<file path="config.mk">
export PLATFORM = sky130hd
export DESIGN_NAME = cmip_rst_seq
export DESIGN_NICKNAME = d
export VERILOG_FILES = /design/src/rtl/cmip_rst_seq.sv
export SDC_FILE = /design/constraint.sdc
export NUM_CORES = 1
export LEC_CHECK = 0
export CORE_AREA = 4 4 72 74
export DETAILED_ROUTE_END_ITERATION = 10
export DIE_AREA = 0 0 76 78
export DONT_BUFFER_PORTS = 1
export PLACE_DENSITY = 0.66
export SETUP_SLACK_MARGIN = 0.4
export SLEW_MARGIN = 20
export SYNTH_ARGS = -nofsm -noshare
export SYNTH_HDL_FRONTEND = slang
export SYNTH_SLANG_ARGS = --single-unit
</file>
<file path="constraint.sdc">
create_clock -name i_clk -period 7.5 [get_ports i_clk]
set_input_delay 1.125 -clock i_clk [delete_from_list [all_inputs] [get_ports i_clk]]
set_output_delay 1.125 -clock i_clk [all_outputs]
set_load 0.005 [all_outputs]
</file>
<file path="src/rtl/cmip_rst_seq.sv">
// rtl/cmip_rst_seq.sv - staged reset release sequencer; optional ack timeout via CMIP_RST_SEQ_TIMEOUT_EN
module cmip_rst_seq #(
    parameter int STAGE_NUM   = 4,
    parameter int STAGE_DLY   = 1000,
    parameter int HOLD_CYC    = 16,
    parameter int ACK_TIMEOUT = 65535
) (
    input  logic                 i_clk,
    input  logic                 i_rst_n,
    input  logic                 i_pll_locked,
    input  logic                 i_soft_rst,
    input  logic [STAGE_NUM-1:0] i_stage_ack,
    output logic [STAGE_NUM-1:0] o_rst_n,
    output logic                 o_done,
    output logic                 o_busy,
    output logic                 o_timeout
);
    localparam int               IDX_W     = (STAGE_NUM > 1) ? $clog2(STAGE_NUM) : 1;
    localparam logic [IDX_W-1:0] LAST_IDX  = IDX_W'(STAGE_NUM - 1);
    localparam logic [15:0]      DLY_LOAD  = 16'(STAGE_DLY - 1);
    localparam logic [15:0]      HOLD_LOAD = 16'(HOLD_CYC - 1);

    // Reject out-of-range configurations at elaboration
    if (STAGE_NUM < 1 || STAGE_NUM > 16) begin : g_bad_stage_num
        $error("STAGE_NUM out of range");
    end
    if (STAGE_DLY < 1 || STAGE_DLY > 65535) begin : g_bad_stage_dly
        $error("STAGE_DLY out of range");
    end
    if (HOLD_CYC < 1 || HOLD_CYC > 65535) begin : g_bad_hold_cyc
        $error("HOLD_CYC out of range");
    end
    if (ACK_TIMEOUT < 1 || ACK_TIMEOUT > 65535) begin : g_bad_ack_timeout
        $error("ACK_TIMEOUT out of range");
    end

    typedef enum logic [2:0] {
        ST_HOLD,
        ST_WAIT_LOCK,
        ST_DLY,
        ST_WAIT_ACK,
        ST_DONE
    } state_t;

    state_t               state_q, state_d;
    logic [IDX_W-1:0]     idx_q, idx_d;
    logic [15:0]          cnt_q, cnt_d;
    logic [15:0]          hold_q, hold_d;
    logic [STAGE_NUM-1:0] rst_n_q, rst_n_d;
    logic                 done_q, done_d;
    logic                 busy_q, busy_d;
    logic                 abort;
    logic                 ack_sel;

`ifdef CMIP_RST_SEQ_TIMEOUT_EN
    localparam logic [15:0] TO_LOAD = 16'(ACK_TIMEOUT - 1);
    logic timeout_q, timeout_d;
`endif

    // Lock loss only matters once sequencing has started; soft reset aborts anywhere
    assign abort   = i_soft_rst ||
                     (!i_pll_locked && (state_q == ST_DLY || state_q == ST_WAIT_ACK || state_q == ST_DONE));
    assign ack_sel = i_stage_ack[idx_q];

    // Next-state and next-output logic; abort overrides every other transition
    always_comb begin
        state_d = state_q;
        idx_d   = idx_q;
        cnt_d   = cnt_q;
        hold_d  = hold_q;
        rst_n_d = rst_n_q;
        done_d  = done_q;
`ifdef CMIP_RST_SEQ_TIMEOUT_EN
        timeout_d = timeout_q;
`endif
        if (abort) begin
            state_d = ST_HOLD;
            hold_d  = HOLD_LOAD;
            rst_n_d = '0;
            done_d  = 1'b0;
        end else begin
            case (state_q)
                ST_HOLD: begin
                    if (hold_q == 16'd0) begin
                        state_d = ST_WAIT_LOCK;
                    end else begin
                        hold_d = hold_q - 16'd1;
                    end
                end
                ST_WAIT_LOCK: begin
                    if (i_pll_locked) begin
                        state_d = ST_DLY;
                        cnt_d   = DLY_LOAD;
                        idx_d   = '0;
                    end
                end
                ST_DLY: begin
                    if (cnt_q == 16'd0) begin
                        rst_n_d[idx_q] = 1'b1;
                        state_d        = ST_WAIT_ACK;
`ifdef CMIP_RST_SEQ_TIMEOUT_EN
                        cnt_d          = TO_LOAD;
`endif
                    end else begin
                        cnt_d = cnt_q - 16'd1;
                    end
                end
                ST_WAIT_ACK: begin
                    if (ack_sel) begin
                        if (idx_q == LAST_IDX) begin
                            state_d = ST_DONE;
                            done_d  = 1'b1;
                        end else begin
                            idx_d   = idx_q + 1'b1;
                            cnt_d   = DLY_LOAD;
                            state_d = ST_DLY;
                        end
                    end
`ifdef CMIP_RST_SEQ_TIMEOUT_EN
                    else if (cnt_q == 16'd0) begin
                        timeout_d = 1'b1;
                        state_d   = ST_HOLD;
                        hold_d    = HOLD_LOAD;
                        rst_n_d   = '0;
                        done_d    = 1'b0;
                    end else begin
                        cnt_d = cnt_q - 16'd1;
                    end
`endif
                end
                ST_DONE: state_d = ST_DONE;
                default: state_d = ST_HOLD;
            endcase
        end
        busy_d = (state_d != ST_DONE);
    end

    // State and output registers
    always_ff @(posedge i_clk) begin
        if (!i_rst_n) begin
            state_q <= ST_HOLD;
            idx_q   <= '0;
            cnt_q   <= '0;
            hold_q  <= HOLD_LOAD;
            rst_n_q <= '0;
            done_q  <= 1'b0;
            busy_q  <= 1'b1;
        end else begin
            state_q <= state_d;
            idx_q   <= idx_d;
            cnt_q   <= cnt_d;
            hold_q  <= hold_d;
            rst_n_q <= rst_n_d;
            done_q  <= done_d;
            busy_q  <= busy_d;
        end
    end

`ifdef CMIP_RST_SEQ_TIMEOUT_EN
    // Sticky timeout flag, cleared only by the block reset
    always_ff @(posedge i_clk) begin
        if (!i_rst_n) begin
            timeout_q <= 1'b0;
        end else begin
            timeout_q <= timeout_d;
        end
    end
    assign o_timeout = timeout_q;
`else
    assign o_timeout = 1'b0;
`endif

    assign o_rst_n = rst_n_q;
    assign o_done  = done_q;
    assign o_busy  = busy_q;

endmodule

</file>
---- Word level (Yosys, flattened, before mapping) ----
Cells that the tools add are included.
storage, ports and cells
  register bits ........................... 43
  input port bits ......................... 8
  output and inout port bits .............. 7
  logic and storage cells ................. 63
cells by class
  add/subtract/negate cells ............... 3
  magnitude comparators ................... 2
  eq/ne operators ......................... 10
  multiplexer cells ....................... 20
  bitwise logic cells ..................... 4
  reduce and logical (&&, ||, !) cells .... 17
operators with widths
  kind                   count
  $mux 16                4
  $pmux 16 s3            1
  $logic_not 16->1       2
  $sub 16x1->16 const B  2
  $mux 3                 6
  $pmux 3 s5             1
  $ne 2x2->1 const B     4
  $eq 3x2->1 const B     2
  $mux 2                 3
  $reduce_and 6->1       1
  $reduce_and 5->1       1
  $or 4x4->4             1
  $pmux 2 s2             1
  $reduce_and 2->1       2
  $eq 3x1->1 const B     1
  $eq 3x3->1 const B     1
  $logic_not 3->1        1
  $logic_or 1x1->1       3
  $lt 2x3->1 const B     1
  $ne 3x3->1 const B     1
  $not 1->1              3
  $reduce_and 3->1       1
  $reduce_bool 3->1      1
  $add 2x1->2 const B    1
  9 further kinds        11

---- Longest topological paths before layout ----
Gate-level depths: netlist of run 1.
  depth in word-level cells ............... 7
  mapped depth ............................ 8

---- Worst setup path after synthesis of run 1 ----
OpenSTA, ideal clock, no wires.
  path kind ............................... input to register
  start ................................... in i_pll_locked
  end ..................................... reg cnt_q[8]
  arrival time ............................ 2.820 ns
  data required time ...................... 7.385 ns
  path slack .............................. 4.564 ns
  stages on the path ...................... 5
  path through ............................ a21bo_2 a2111oi_2 o2111ai_1 or4_2 and3_1
on the way
  cells in the longest elaborated chain, start to end .. 5
  elaborated cells on any way between the ends .. 6
ends and longest elaborated chain
  what                          line  source
  start, declared               10    input logic i_pll_locked,
  $logic_not 1->1               62    (!i_pll_locked && (state_q == ST_DLY || state_q == ST_WAIT_ACK || state_q == ST_DONE));
  $logic_and 1x1->1             62
  $logic_or 1x1->1              61    assign abort = i_soft_rst ||
  $not 1->1 (no line)           -
  $reduce_and 6->1 (no line) *  -
  end signal, assigned          151   cnt_q <= cnt_d;
  end, declared                 47    logic [15:0] cnt_q, cnt_d;
Every way passes the cells marked *; elsewhere a longest branch is shown, timed or not.
A chain may end at the register's enable or synchronous reset.

---- Final worst setup path of run 1 ----
Same ends and word-level chain as after synthesis.

==> results of run 1 <==
cell type report:
type / count / area, um2 / area share [%]
well taps: 54 / 67.6 / 2.88
clock buffers: 6 / 72.6 / 3.10
multi-input cells: 196 / 1240 / 53.1
clock inverters: 2 / 60.1 / 2.56
inverters: 10 / 37.5 / 1.60
flip-flops and latches: 43 / 861 / 36.8
per-layer routing:
layer | part of all wire [%] | vias up
li1 | - | 924
met5 | 0 | -
met1 | 49 | 817
met2 | 46 | 25
met3 | 4.0 | 7
met4 | 1.4 | 0
critical path: stages:
cell and delay [ps]:
a21bo_2 200, a2111oi_2 530, o2111ai_1 370, or4_2 610, and3_1 190
sequential cells by signal (all words and copies together) (netlist names):
signal,flops
o_busy,1
o_done,1
idx_q,2
o_rst_n,4
hold_q,16
cnt_q,16
state_q,3
stage by stage:
step	hold WS [ps]	total power [mW]
after floorplan	453	0.241
after global routing	537	0.463
after global placement	473	0.241
after detailed placement	489	0.241
final	503	0.446
after CTS	502	0.453
final timing paths:
check	from	end	slack (ps)
max	i_pll_locked	cnt_q[8]	4660
min	cnt_q[14]	cnt_q[14]	500
max reg2reg	idx_q[0]	cnt_q[8]	4840
min reg2reg	cnt_q[14]	cnt_q[14]	500
placed cells by master (no fill, tap or decap), types with 6 or more instances in the layout:
cell,Yosys,final
a21oi_1,16,16
and3_1,8,8
dfxtp_1,43,43
ha_1,7,7
inv_1,10,10
nand2_1,17,17
nand3_1,6,6
nand4_1,9,9
nor2_1,36,36
nor3_1,7,7
o211ai_1,7,7
o21ai_0,8,8
or3_1,8,8
xor2_1,11,11
logic make-up after synthesis:
| logic type | count (synthesis) | share of synthesized area (%) |
|---|---|---|
| simple gates | 121 | 29.4 |
| compound gates | 50 | 15.6 |
| flops | 43 | 39.1 |
| buf+inv | 22 | 4.32 |
| xor+xnor | 16 | 6.37 |
| fa+ha+maj | 7 | 3.98 |
| other cells | 1 | 0.170 |
| mux | 1 | 1.02 |
power groups by stage:
| stage | registers (mW) | logic, mW | clock network [mW] |
|---|---|---|---|
| 5_1_grt | 0.229 | 0.00779 | 0.226 |
| 2_1_floorplan | 0.234 | 0.00669 | 0 |
| 3_5_place_dp | 0.234 | 0.00698 | 0 |
| 4_1_cts | 0.229 | 0.00699 | 0.217 |
| 3_3_place_gp | 0.234 | 0.00698 | 0 |
| 6_report | 0.229 | 0.00683 | 0.211 |
==> results.json, run 1 <==
{
  "vias_per_cell": 5.70,
  "fin_util_pct": 50.9,
  "drt_wl_total_mm": 4.23,
  "synthCells": 261,
  "synth_area_leader_cell": "dfxtp_1",
  "fillers": 443,
  "cts.clk_slew.worst_paths_ps": 80,
  "timing_hold_violations_final": 0,
  "cts_setup_buffers": 0,
  "nets": 271,
  "grt_first_pass_wirelength_mm": 7.58,
  "dr_total_vias": 1773,
  "slew_violations": 0,
  "min_period_over_period_pct": 37.9,
  "drcViolationCount": 0,
  "fp.dieArea_mm2": 0.00593,
  "core_mm2": 0.00460,
  "hold_path.class": "flop to flop",
  "setup_violations": 0,
  "endpoint_kind": "flop",
  "grt_max_degree": 21,
  "synthDistinctLibCells": 48,
  "cts.hold.buffers_added": 0,
  "p_switching_mw": 0.0822,
  "fp.dieW_um": 76,
  "critPathLaunchType": "input port",
  "io_pins": 15,
  "start_util_pct": 47.8,
  "final_cell_area_mm2": 0.00234,
  "async_flop_share_pct": 0,
  "grt_setup_unrepaired": "no",
  "layout_min_cycle_time_ps": 2840,
  "cts_tree": "yes",
  "grtUsageMet3_pct": 4.41,
  "wl_per_cell_um": 13.6,
  "reg2regPathDepth": 6,
  "leakagePower_nw": 0.868,
  "fin_ws_ps": 4660,
  "fmax_ghz": 0.352,
  "path_class": "input port to flop",
  "die_h_um": 78,
  "finalNonFillerCells": 311,
  "htree_levels": 2,
  "vdd_drop_max_mv": 0.0901,
  "ys_top_cells_by_area": "dfxtp_1 (39%), nor2_1 (6.1%), xor2_1 (4.4%)",
  "p_clk_share_pct": 47.2,
  "switching_share_pct": 18.4,
  "placed_cells": 303,
  "synth-seq-cells": 43,
  "numCtsBuffers": 5,
  "layout-drive-gt1-share_pct": 7.78,
  "status": "completed",
  "worst_slew_pin_slew_ps": 666,
  "synth_most_common_cell": "dfxtp_1",
  "synth-edff-count": 0,
  "met2_usage_pct": 24.8,
  "antenna_found_initial": 0,
  "cp_max_fo": 8,
  "critPathRequiredTime_ps": 7690,
  "dp.final_hpwl_mm": 2.98,
  "powerDensity_mw_per_mm2": 191,
  "synth_ff_type": "dfxtp_1",
  "syn-cell-area_mm2": 0.00220,
  "port_buffers": 0,
  "intPower_mw": 0.364,
  "met1_usage_pct": 19.2,
  "maxCapViolations": 0,
  "clockRootBuffer": "clkbuf_8",
  "place_congestion": 0.778,
  "post_cts_resized": 0,
  "first_pass_iters": 4,
  "placed_area_mm2": 0.00221,
  "avgSynthCellArea_um2": 8.43,
  "synth_nets": 276,
  "ys_warn_count": 0,
  "p_comb_share_pct": 1.5,
  "synth_common_cells": "dfxtp_1 (43), nor2_1 (36), nand2_1 (17), a21oi_1 (16), xor2_1 (11)",
  "grt-ovfl-total": 0,
  "globalRoute.busiestLayer": "met2",
  "synth_seq_area_share_pct": 39.1,
  "yosysTopAreaCellShare_pct": 39.1,
  "cts_sinks": 43,
  "final_antenna_net_count": 0,
  "holdPathStages": 2,
  "area_growth_pct": 6.48,
  "track_usage_pct": 15.3,
  "place_ws_ps": 4390,
  "clock_path_buffers": 2,
  "maxSlewHeadroom_pct": 55.2,
  "antenna_cells": 0,
  "cp_data_arrival_time_ps": 3030,
  "grt_pass1_vias": 1712,
  "rows": 25,
  "clkLatencyLatePin_ps": 290,
  "seqPwrFrac_pct": 51.3,
  "setup-tns-final_ps": 0,
  "drtIter0Drc": 49,
  "fin_skew_ps": 4.46
}
Note: power is estimated with default switching activity, not from simulation.
==> run 2, diff against run 1 <==
--- a/config.mk
+++ b/config.mk
@@ -5,11 +5,12 @@
 export SDC_FILE = /design/constraint.sdc
 export NUM_CORES = 1
 export LEC_CHECK = 0
-export CORE_AREA = 4 4 72 74
+export ABC_AREA = 1
+export CORE_AREA = 4 4 77 79
 export DETAILED_ROUTE_END_ITERATION = 10
-export DIE_AREA = 0 0 76 78
+export DIE_AREA = 0 0 81 83
 export DONT_BUFFER_PORTS = 1
-export PLACE_DENSITY = 0.66
+export PLACE_DENSITY = 0.67
 export SETUP_SLACK_MARGIN = 0.4
 export SLEW_MARGIN = 20
 export SYNTH_ARGS = -nofsm -noshare
==> constraint.sdc (replaced) <==
create_clock -name i_clk -period 2.84 [get_ports i_clk]
set_input_delay 0.426 -clock i_clk [delete_from_list [all_inputs] [get_ports i_clk]]
set_output_delay 0.426 -clock i_clk [all_outputs]
set_load 0.005 [all_outputs]
==> results.json, run 2 <==
{
  "cts.clk_slew.worst_paths_ps": 90,
  "htree_levels": 2,
  "start_util_pct": 48.3,
  "synth_ff_type": "dfxtp_1",
  "track_usage_pct": 17.5,
  "synth_nets": 416,
  "fin_ws_ps": 780,
  "switching_share_pct": 21.3,
  "ys_top_cells_by_area": "dfxtp_1 (33%), nand2_1 (16%), nor2_1 (9.6%)",
  "fmax_ghz": 0.486,
  "p_switching_mw": 0.236,
  "final_cell_area_mm2": 0.00273,
  "synthDistinctLibCells": 32,
  "io_pins": 15,
  "endpoint_kind": "flop",
  "cts_sinks": 43,
  "grt_max_degree": 19,
  "synth_seq_area_share_pct": 33.4,
  "setup_violations": 0,
  "fin_skew_ps": 10.8,
  "synth_area_leader_cell": "dfxtp_1",
  "finalNonFillerCells": 472,
  "avgSynthCellArea_um2": 6.42,
  "fp.dieW_um": 81,
  "numCtsBuffers": 5,
  "placed_cells": 464,
  "clkLatencyLatePin_ps": 300,
  "power_mw": 1.11,
  "fp.dieArea_mm2": 0.00672,
  "path_class": "flop to flop",
  "vias_per_cell": 5.00,
  "fin_util_pct": 51.1,
  "worst_slew_pin_slew_ps": 512,
  "cp_data_arrival_time_ps": 2260,
  "powerDensity_mw_per_mm2": 405,
  "synthCells": 401,
  "grt_pass1_vias": 2212,
  "hold_path.class": "input port to flop",
  "placed_area_mm2": 0.00262,
  "synth_most_common_cell": "nand2_1",
  "area_growth_pct": 5.88,
  "critPathLaunchType": "flop",
  "min_period_over_period_pct": 72.5,
  "first_pass_iters": 4,
  "port_buffers": 0,
  "intPower_mw": 0.870,
  "timing_hold_violations_final": 0,
  "antenna_cells": 0,
  "synth_common_cells": "nand2_1 (112), nor2_1 (66), dfxtp_1 (43), inv_1 (37), a21oi_1 (34)",
  "place_congestion": 0.835,
  "setup-tns-final_ps": 0,
  "cts_tree": "yes",
  "place_ws_ps": 850,
  "ys_warn_count": 0,
  "clockRootBuffer": "clkbuf_8",
  "final_antenna_net_count": 0,
  "post_cts_resized": 0,
  "dp.final_hpwl_mm": 3.87,
  "leakagePower_nw": 1.25,
  "vdd_drop_max_mv": 0.191,
  "slew_violations": 0,
  "clock_path_buffers": 2,
  "cp_max_fo": 17,
  "grt_setup_unrepaired": "no",
  "critPathRequiredTime_ps": 3040,
  "status": "completed",
  "cts.hold.buffers_added": 0,
  "nets": 414,
  "layout-drive-gt1-share_pct": 6.50,
  "synth-edff-count": 0,
  "yosysTopAreaCellShare_pct": 33.4,
  "syn-cell-area_mm2": 0.00258,
  "drt_wl_total_mm": 5.33,
  "layout_min_cycle_time_ps": 2060,
  "p_clk_share_pct": 43.5,
  "die_h_um": 83,
  "p_comb_share_pct": 1.9,
  "grt-ovfl-total": 0,
  "drcViolationCount": 0,
  "final_common_cell": "nand2_1",
  "maxSlewHeadroom_pct": 65.8,
  "synth-seq-cells": 43,
  "core_mm2": 0.00534,
  "drtIter0Drc": 109,
  "antenna_found_initial": 0,
  "cts_setup_buffers": 0,
  "hold_ws_ps": 252,
  "grt_first_pass_wirelength_mm": 9.65,
  "seqPwrFrac_pct": 54.7,
  "rows": 27,
  "async_flop_share_pct": 0,
  "maxCapViolations": 0,
  "final_cell_mix": "nand2_1 (112), nor2_1 (66), dfxtp_1 (43)",
  "dr_total_vias": 2360,
  "wl_per_cell_um": 11.3
}
## run 2: final timing paths
| path | startpoint | endpoint | slack (ps) | depth (start not counted) |
|---|---|---|---|---|
| min reg2reg | o_rst_n[1] | o_rst_n[1] | 470 | 2 |
| min | i_rst_n | cnt_q[1] | 250 | 2 |
| max | state_q[2] | cnt_q[1] | 780 | 9 |
| max reg2reg | state_q[2] | cnt_q[1] | 780 | 9 |
## run 2: cell type report
type                       instances  area, um2
fill                             569       2610
inverter                          42        158
tap                               72       90.1
clock inverter                     3       43.8
multi-input combinational        307       1510
clock buffer                       5       68.8
sequential                        43        861
## run 2: logic make-up after synthesis
family / synth area share [%]
DFF: 33.4
buffers and inverters: 8.11
xor gates and xnor gates: 3.74
AOI/OAI and AO/OA: 13.0
other: 0.146
and+or+nand+nor: 38.2
adders and majority gates: 3.40
## run 2: power by group through the flow
stage	combinational [mW]	sequential (mW)	clock, mW
5_1_grt	0.0240	0.605	0.522
2_1_floorplan	0.0176	0.619	0
6_report	0.0206	0.605	0.481
3_5_place_dp	0.0209	0.619	0
3_3_place_gp	0.0211	0.619	0
4_1_cts	0.0211	0.605	0.497
## run 2: per-layer routing
| layer | GRT usage, % | vias up | wire length (um) |
|---|---|---|---|
| met5 | 0 | - | 0 |
| met4 | 6.14 | 0 | 86 |
| met3 | 2.60 | 7 | 143 |
| met2 | 29.1 | 28 | 2520 |
| met1 | 22.6 | 1060 | 2580 |
| li1 | - | 1265 | - |
## run 2: worst max-delay path, stage by stage, from the launching register on
cell     delay [ps]
dfxtp_1         420
inv_2            70
nand3_1         350
nor2_1          130
nand3_2         140
nand3_4         200
nor2_4          380
inv_1           110
nor2_1          110
nor2_1           50
==> run 3, diff against run 2 <==
--- a/config.mk
+++ b/config.mk
@@ -5,12 +5,12 @@
 export SDC_FILE = /design/constraint.sdc
 export NUM_CORES = 1
 export LEC_CHECK = 0
-export ABC_AREA = 1
-export CORE_AREA = 4 4 77 79
+export ABC_AREA = 0
+export CORE_AREA = 4 4 72 74
 export DETAILED_ROUTE_END_ITERATION = 10
-export DIE_AREA = 0 0 81 83
+export DIE_AREA = 0 0 76 78
 export DONT_BUFFER_PORTS = 1
-export PLACE_DENSITY = 0.67
+export PLACE_DENSITY = 0.69
 export SETUP_SLACK_MARGIN = 0.4
 export SLEW_MARGIN = 20
 export SYNTH_ARGS = -nofsm -noshare
==> constraint.sdc (replaced) <==
create_clock -name i_clk -period 1.7 [get_ports i_clk]
set_input_delay 0.255 -clock i_clk [delete_from_list [all_inputs] [get_ports i_clk]]
set_output_delay 0.255 -clock i_clk [all_outputs]
set_load 0.005 [all_outputs]
==> results.json, run 3 (synthesis results as in run 1) <==
{
  "grt-ovfl-total": 0,
  "path_class": "flop to flop",
  "wl_per_cell_um": 16.5,
  "placed_cells": 353,
  "finalNonFillerCells": 386,
  "status": "finished, violations left",
  "first_pass_iters": 4,
  "final_common_cell": "buf_4",
  "antenna_found_initial": 0,
  "final_antenna_net_count": 0,
  "slew_violations": 0,
  "rr_startpoint": "cnt_q[9]",
  "drcViolationCount": 0,
  "vdd_drop_max_mv": 0.429,
  "fp.dieArea_mm2": 0.00593,
  "layout-drive-gt1-share_pct": 47.6,
  "grt_first_pass_wirelength_mm": 9.42,
  "die_h_um": 78,
  "clockRootBuffer": "clkbuf_8",
  "place_ws_ps": -622,
  "numCtsBuffers": 5,
  "antenna_cells": 0,
  "hold_path.class": "input port to flop",
  "maxCapViolations": 0,
  "endpoint_kind": "flop",
  "core_mm2": 0.00460,
  "htree_levels": 2,
  "fin_skew_ps": 5.87,
  "setup-tns-final_ps": -10590,
  "powerDensity_mw_per_mm2": 525,
  "dp.final_hpwl_mm": 3.69,
  "fin_ws_ps": -570,
  "hold_path.startpoint": "i_rst_n",
  "dr_total_vias": 2200,
  "nets": 346,
  "reg2regPathDepth": 7,
  "layout_min_cycle_time_ps": 2270,
  "violations": "negative setup slack",
  "power_mw": 1.78,
  "vias_per_cell": 5.70,
  "hold_ws_ps": 67.7,
  "critPathLaunchType": "flop",
  "r2r_slack_ps": -570,
  "cp_data_arrival_time_ps": 2500,
  "critPathRequiredTime_ps": 1930,
  "final_cell_mix": "buf_4 (57), dfxtp_1 (36), nor2_1 (23)",
  "clock_path_buffers": 2,
  "drtIter0Drc": 92,
  "drt_wl_total_mm": 6.38,
  "timing_hold_violations_final": 0,
  "grt_max_degree": 16,
  "r2r-end": "cnt_q[14]",
  "rows": 25,
  "fp.dieW_um": 76,
  "leakagePower_nw": 1.29,
  "min_to": "cnt_q[5]",
  "io_pins": 15,
  "cts.hold.buffers_added": 0,
  "clkLatencyLatePin_ps": 300,
  "fmax_ghz": 0.440,
  "area_growth_pct": 53.8,
  "port_buffers": 0,
  "cts_tree": "yes",
  "cp_max_fo": 3,
  "cts.clk_slew.worst_paths_ps": 90,
  "start_util_pct": 47.8,
  "setup_violations": 26,
  "cts_sinks": 43,
  "grt_pass1_vias": 2117,
  "place_congestion": 0.801,
  "holdPathStages": 1,
  "track_usage_pct": 19.1,
  "grt_setup_unrepaired": "yes",
  "min_period_over_period_pct": 134
}
run 3: changes by cell type in the layout (fill, tap and decap cells not counted), moves of 22 or more:
cell,change
buf_4,+57
inv_1,-29
a21oi_1,-24
nand2_1,-101
o21ai_0,-22
nor2_1,-43
run 3: area by class of cell:
cell class                      count  area [um2]
Fill cell                         289        1220
Clock inverter                      3        23.8
Sequential cell                    43         877
Timing Repair Buffer               75         664
Inverter                           10        37.5
Multi-Input combinational cell    196        1640
Tap cell                           54        67.6
Clock buffer                        5        68.8
run 3: how the worst max path moves through the flow:
stage	start	end	slack, ps	depth (start not counted)
after detailed placement	cnt_q[10]	cnt_q[9]	-620	5
final	cnt_q[9]	cnt_q[14]	-570	7
after floorplan	cnt_q[10]	cnt_q[2]	-610	7
after global placement	cnt_q[10]	cnt_q[2]	-570	5
after global routing	cnt_q[9]	cnt_q[3]	-620	6
after CTS	cnt_q[10]	cnt_q[9]	-500	5
run 3: timing repair:
item	in CTS	in global routing
pin swaps	27	29
cloned	1	0
resized for setup	40	45
setup endpoints to repair	43	43
setup buffers	12	12
run 3: critical path, stage by stage (launching register included):
cell	delay, ps
dfxtp_2	330
or4_4	540
buf_4	160
buf_6	110
or3_4	320
or2_4	230
or3_1	380
a21oi_2	140
run 3: routing by layer:
layer / share of wire (%) / global-route usage [%] / up-vias
met5: 0 / 0 / -
met4: 2.2 / 8.36 / 0
met3: 2.0 / 3.25 / 15
met2: 54 / 32.5 / 41
met1: 42 / 23.5 / 1072
li1: - / - / 1072
run 3: stage by stage:
stage	util (%)	instance area, um2
finish	73.6	3380
detailed placement	59.2	2720
floorplan	-	2390
global route	73.6	3380
global placement	59.2	2720
CTS	67.0	3080
run 3: report_power, final:
part	switching, mW	total (mW)	internal [mW]
sequential	0.00188	1.01	1.00
combinational	0.0392	0.0839	0.0448
clock	0.392	0.687	0.294
total	0.433	1.78	1.34
